==> src/rtl/pmem_rr_arbiter.sv <==
// Shares one physical-memory line port among NUM_PORTS cache requesters,
// using round-robin or fixed (port 0 first) arbitration.
module pmem_rr_arbiter #(
    parameter int NUM_PORTS = 2,
    parameter int LINE_W    = 256,
    parameter int ADDR_W    = 32,
    parameter int PRIO_MODE = 0,
    localparam int ID_W     = (NUM_PORTS > 1) ? $clog2(NUM_PORTS) : 1
) (
    input  logic                        clk,
    input  logic                        rst,
    input  logic [NUM_PORTS*ADDR_W-1:0] req_addr,
    input  logic [NUM_PORTS*LINE_W-1:0] req_wdata,
    input  logic [NUM_PORTS-1:0]        req_read,
    input  logic [NUM_PORTS-1:0]        req_write,
    output logic [LINE_W-1:0]           req_rdata,
    output logic [NUM_PORTS-1:0]        req_resp,
    output logic [ADDR_W-1:0]           pmem_address,
    output logic [LINE_W-1:0]           pmem_wdata,
    output logic                        pmem_read,
    output logic                        pmem_write,
    input  logic [LINE_W-1:0]           pmem_rdata,
    input  logic                        pmem_resp,
    output logic                        busy,
    output logic [ID_W-1:0]             grant_id
);

    typedef enum logic {
        S_IDLE,
        S_BUSY
    } state_t;

    state_t              r_state;
    logic [ID_W-1:0]     r_rr_ptr;

    logic [NUM_PORTS-1:0] w_reqv;
    logic [ID_W-1:0]      w_base;
    logic [ID_W-1:0]      w_win;
    logic                 w_found;

    function automatic logic [ID_W-1:0] f_wrap(
        input logic [ID_W-1:0] base,
        input int              d
    );
        int k;
        k = int'(base) + d;
        if (k >= NUM_PORTS) k = k - NUM_PORTS;
        return ID_W'(k);
    endfunction

    assign req_rdata = pmem_rdata;
    assign busy      = (r_state == S_BUSY);

    always_comb begin
        req_resp = '0;
        if (r_state == S_BUSY && pmem_resp) req_resp[grant_id] = 1'b1;
    end

    assign w_reqv = (req_read | req_write) & ~req_resp;

    // Fixed priority is the round-robin search anchored at port 0.
    assign w_base = (PRIO_MODE == 1) ? '0 : r_rr_ptr;

    always_comb begin
        w_found = 1'b0;
        w_win   = '0;
        for (int d = 0; d < NUM_PORTS; d++) begin
            if (!w_found && w_reqv[f_wrap(w_base, d)]) begin
                w_found = 1'b1;
                w_win   = f_wrap(w_base, d);
            end
        end
    end

    always_ff @(posedge clk or posedge rst) begin
        if (rst) begin
            r_state      <= S_IDLE;
            r_rr_ptr     <= '0;
            grant_id     <= '0;
            pmem_address <= '0;
            pmem_wdata   <= '0;
            pmem_read    <= 1'b0;
            pmem_write   <= 1'b0;
        end else begin
            unique case (r_state)
                S_IDLE: begin
                    if (w_found) begin
                        pmem_address <= req_addr[int'(w_win)*ADDR_W +: ADDR_W];
                        pmem_wdata   <= req_wdata[int'(w_win)*LINE_W +: LINE_W];
                        // Write takes precedence when a port raises both.
                        pmem_write   <= req_write[w_win];
                        pmem_read    <= ~req_write[w_win];
                        grant_id     <= w_win;
                        r_state      <= S_BUSY;
                    end
                end
                S_BUSY: begin
                    if (pmem_resp) begin
                        pmem_read  <= 1'b0;
                        pmem_write <= 1'b0;
                        r_rr_ptr   <= f_wrap(grant_id, 1);
                        r_state    <= S_IDLE;
                    end
                end
            endcase
        end
    end

endmodule

==> config.mk <==
export PLATFORM = sky130hd
export DESIGN_NAME = pmem_rr_arbiter
export DESIGN_NICKNAME = d
export VERILOG_FILES = /design/src/rtl/pmem_rr_arbiter.sv
export SDC_FILE = /design/constraint.sdc
export NUM_CORES = 1
export LEC_CHECK = 0
export BUFFER_PORTS_ARGS = -buffer_cell sky130_fd_sc_hd__buf_2
export CELL_PAD_IN_SITES_DETAIL_PLACEMENT = 1
export CELL_PAD_IN_SITES_GLOBAL_PLACEMENT = 1
export CORE_AREA = 3 3 534 536
export DETAILED_ROUTE_END_ITERATION = 8
export DIE_AREA = 0 0 537 539
export PLACE_DENSITY_LB_ADDON = 0.1
export SETUP_SLACK_MARGIN = 0.02
export SYNTH_ARGS = -nofsm -noshare
export SYNTH_HDL_FRONTEND = slang
export SYNTH_SLANG_ARGS = --single-unit
==> constraint.sdc <==
create_clock -name clk -period 14.1 [get_ports clk]
set_clock_uncertainty 0.2 [all_clocks]
set_input_delay 1.41 -clock clk [delete_from_list [all_inputs] [get_ports clk]]
set_output_delay 1.41 -clock clk [all_outputs]
set_load 0.01 [all_outputs]
==> reports/qor.csv <==
stage,metric,value,unit
floorplan,Die H,539,um
final_layout,post-layout net count,3270,
floorplan,Starting Density,0.0546,
synthesis,"Async S/R FF share, synth",1.00,
worst_hold_path,hold crit path type,reg -> reg,
floorplan,total die area,289000,sq um
global_route,global-route wire length before repair,181000,um
global_route,antenna violations before repair,161,
routing,final WL,141000,um
clock_network,Clock Root Buffer,clkbuf_16,
synthesis,Syn Nets,2694,
synthesis,Synth cell types,24,
global_route,number of global-route vias before repair,17700,
timing,Fin. Hold Viols,0,
synthesis,Synth area leader,dfrtp_1,
timing,post-route minimum period,4.24,ns
routing,via count,16100,
clock_network,Worst-Skew Late Latency,0.68,ns
critical_path,RR Startpoint,busy,
critical_path,crit path DAT,4.64,ns
clock_network,CTS tree,built,
critical_path,CP Class,in -> reg,
clock_network,Resized cells post-CTS,0,
place,GP Congestion,0.705,
flow_run,MaxCap Viol Count,0,
synthesis,sequential share of the synthesized area,0.478,
place,post-DP HPWL,111000,um
routing,drt wl/cell,22.5,um
global_route,overall routing resource usage,0.0932,
critical_path,crit start category,input port,
run_status,status,"finished, final reports clean",
routing,initial DRC count,659,
synthesis,"Avg Cell Area, Syn",8.28,sq um
critical_path,crit path capture,pmem_wdata[240],
clock_network,H-tree levels,2,
floorplan,Std-Cell Rows,195,
timing,final worst path period share,0.301,
floorplan,Placeable Area,281000,sq um
floorplan,Ports,1389,
final_layout,fill count,33600,
final_layout,layout cells sized above 1,0.416,
final_layout,"Area growth, synth to finish",55.7,%
timing,Worst-Margin Slew,1.02,ns
global_route,largest net degree at the start of global routing,98,
timing,Total Negative Setup Slacks,0,ns
synthesis,warnings from Yosys,0,
synthesis,ys flop type,dfrtp_1,
critical_path,r2r setup slk,10.14,ns
synthesis,Mapped Area,15400,sq um
routing,Antenna Nets Post-Route,0,
critical_path,Critical path origin,req_write[0],
power,total power draw,3660,uW
timing,Peak Freq,236,MHz
power,Pwr Density,153,nW/um^2
timing,setup violators final,0,
clock_network,CTS Hold Bufs,0,
clock_network,# clock sinks,293,
critical_path,worst reg2reg path depth,6,
floorplan,Die X,537,um
clock_network,number of post-CTS setup repair buffers,0,
timing,unrepaired setup endpoints after global routing,false,
synthesis,commonest cells in the netlist,"537 x a21oi_1, 293 x dfrtp_1, 291 x nand2_1",
synthesis,most frequent cell after synthesis,a21oi_1,
place,port buffer count,876,
synthesis,Mapped Cells,1855,
critical_path,Crit. End Element,register,
timing,Max Transition Viols Final,0,
synthesis,Seq cells post-synth,293,
timing,max_slew headroom,0.321,
critical_path,crit path max fanout,49,
critical_path,FF-to-FF End,pmem_wdata[184],
clock_network,clock slew at reported path FFs,0.06,ns
clock_network,Num CTS Buffers,54,
power,Worst VDD drop,0.0000901,V
synthesis,number of synthesized flops with an enable pin,0,
routing,Pre-antenna DRT Iters,5,
routing,via/cell ratio,2.58,
global_route,grt total ovfl,0,
routing,# DRC,0,
synthesis,Yosys top cell area share,0.478,
clock_network,CTS max path bufs,3,
critical_path,worst endpoint required time,14.50,ns
synthesis,leading post-synthesis cells by cell area,"dfrtp_1 48%, a21oi_1 18%, buf_4 13%",
power,Static Leakage,0.00983,uW
## worst max-delay path, cell delays in order
cell	delay [ns]
buf_2	0.11
nor2_2	0.37
a21o_4	0.42
buf_4	0.63
buf_4	0.65
buf_4	0.56
a21oi_1	0.11
a21oi_1	0.18
## power by group
part | switching (uW) | internal [uW] | total (uW)
Sequential | 132 | 1040 | 1170
Combinational | 751 | 351 | 1100
Clock | 562 | 831 | 1390
Total | 1440 | 2220 | 3660
## cell type report
type / count / area (sq um) / area share
flip-flops and latches: 293 / 7330 / 0.307
multi-input cells: 1175 / 5390 / 0.225
well taps: 3743 / 4680 / 0.196
repair buffers: 904 / 4630 / 0.194
clock buffers: 85 / 1620 / 0.0678
clock inverters: 9 / 130 / 0.00544
diodes: 38 / 95.1 / 0.00398
inverters: 3 / 18.8 / 0.000785
## routing by layer
| metal | GRT usage | share of wire | vias up |
|---|---|---|---|
| li1 | - | - | 7068 |
| met1 | 0.107 | 0.39 | 7574 |
| met2 | 0.140 | 0.42 | 931 |
| met3 | 0.0504 | 0.12 | 424 |
| met4 | 0.0448 | 0.053 | 114 |
| met5 | 0.00366 | 0.0060 | - |
## worst min path at each step
stage                                 from               end  cells after the start
after floorplan                   r_rr_ptr          r_rr_ptr                      1
final                     pmem_address[26]  pmem_address[26]                      2
after global placement     pmem_wdata[113]   pmem_wdata[113]                      2
after global routing       pmem_wdata[235]   pmem_wdata[235]                      2
after CTS                 pmem_address[26]  pmem_address[26]                      2
after detailed placement    pmem_wdata[65]    pmem_wdata[65]                      2
## state kept, by name (all words and copies together), names as in the netlist
| register | flops |
|---|---|
| pmem_write | 1 |
| pmem_address | 32 |
| r_rr_ptr | 1 |
| pmem_wdata | 256 |
| pmem_read | 1 |
| busy | 1 |
| grant_id | 1 |
## through the flow
step	setup WS, ns	std cells	hold WS, ns	cell area [sq um]	util
6_report	9.86	6250	0.314	23900	0.0850
5_1_grt	9.61	6225	0.347	23800	0.0847
4_1_cts	9.83	6212	0.325	23800	0.0846
3_5_place_dp	9.01	6118	0.311	22100	0.0784
3_3_place_gp	9.05	6118	0.310	22100	0.0784
2_1_floorplan	4.40	1855	0.335	15400	-
## cells by family after synthesis
group	count (synthesis)	share of synthesized area
and+or+nand+nor	588	0.145
buffers and inverters	387	0.174
AOI/OAI and AO/OA	587	0.203
DFF	293	0.478
## placed cells by master, fill, tap and decap left out, types with 2 or more instances in the layout
| cell | count |
|---|---|
| a21oi_1 | 536 |
| inv_1 | 2 |
| clkbuf_1 | 19 |
| nor2_1 | 289 |
| buf_4 | 25 |
| clkinv_2 | 2 |
| a21o_1 | 2 |
| clkbuf_16 | 57 |
| a21oi_2 | 40 |
| dfrtp_1 | 293 |
| nand3_1 | 3 |
| clkinvlp_4 | 4 |
| nand2_1 | 291 |
| bufinv_16 | 3 |
| buf_12 | 3 |
| o21ai_0 | 2 |
| buf_2 | 876 |
| clkbuf_8 | 9 |
| diode_2 | 38 |
Note: power is estimated with default switching activity, not from simulation.
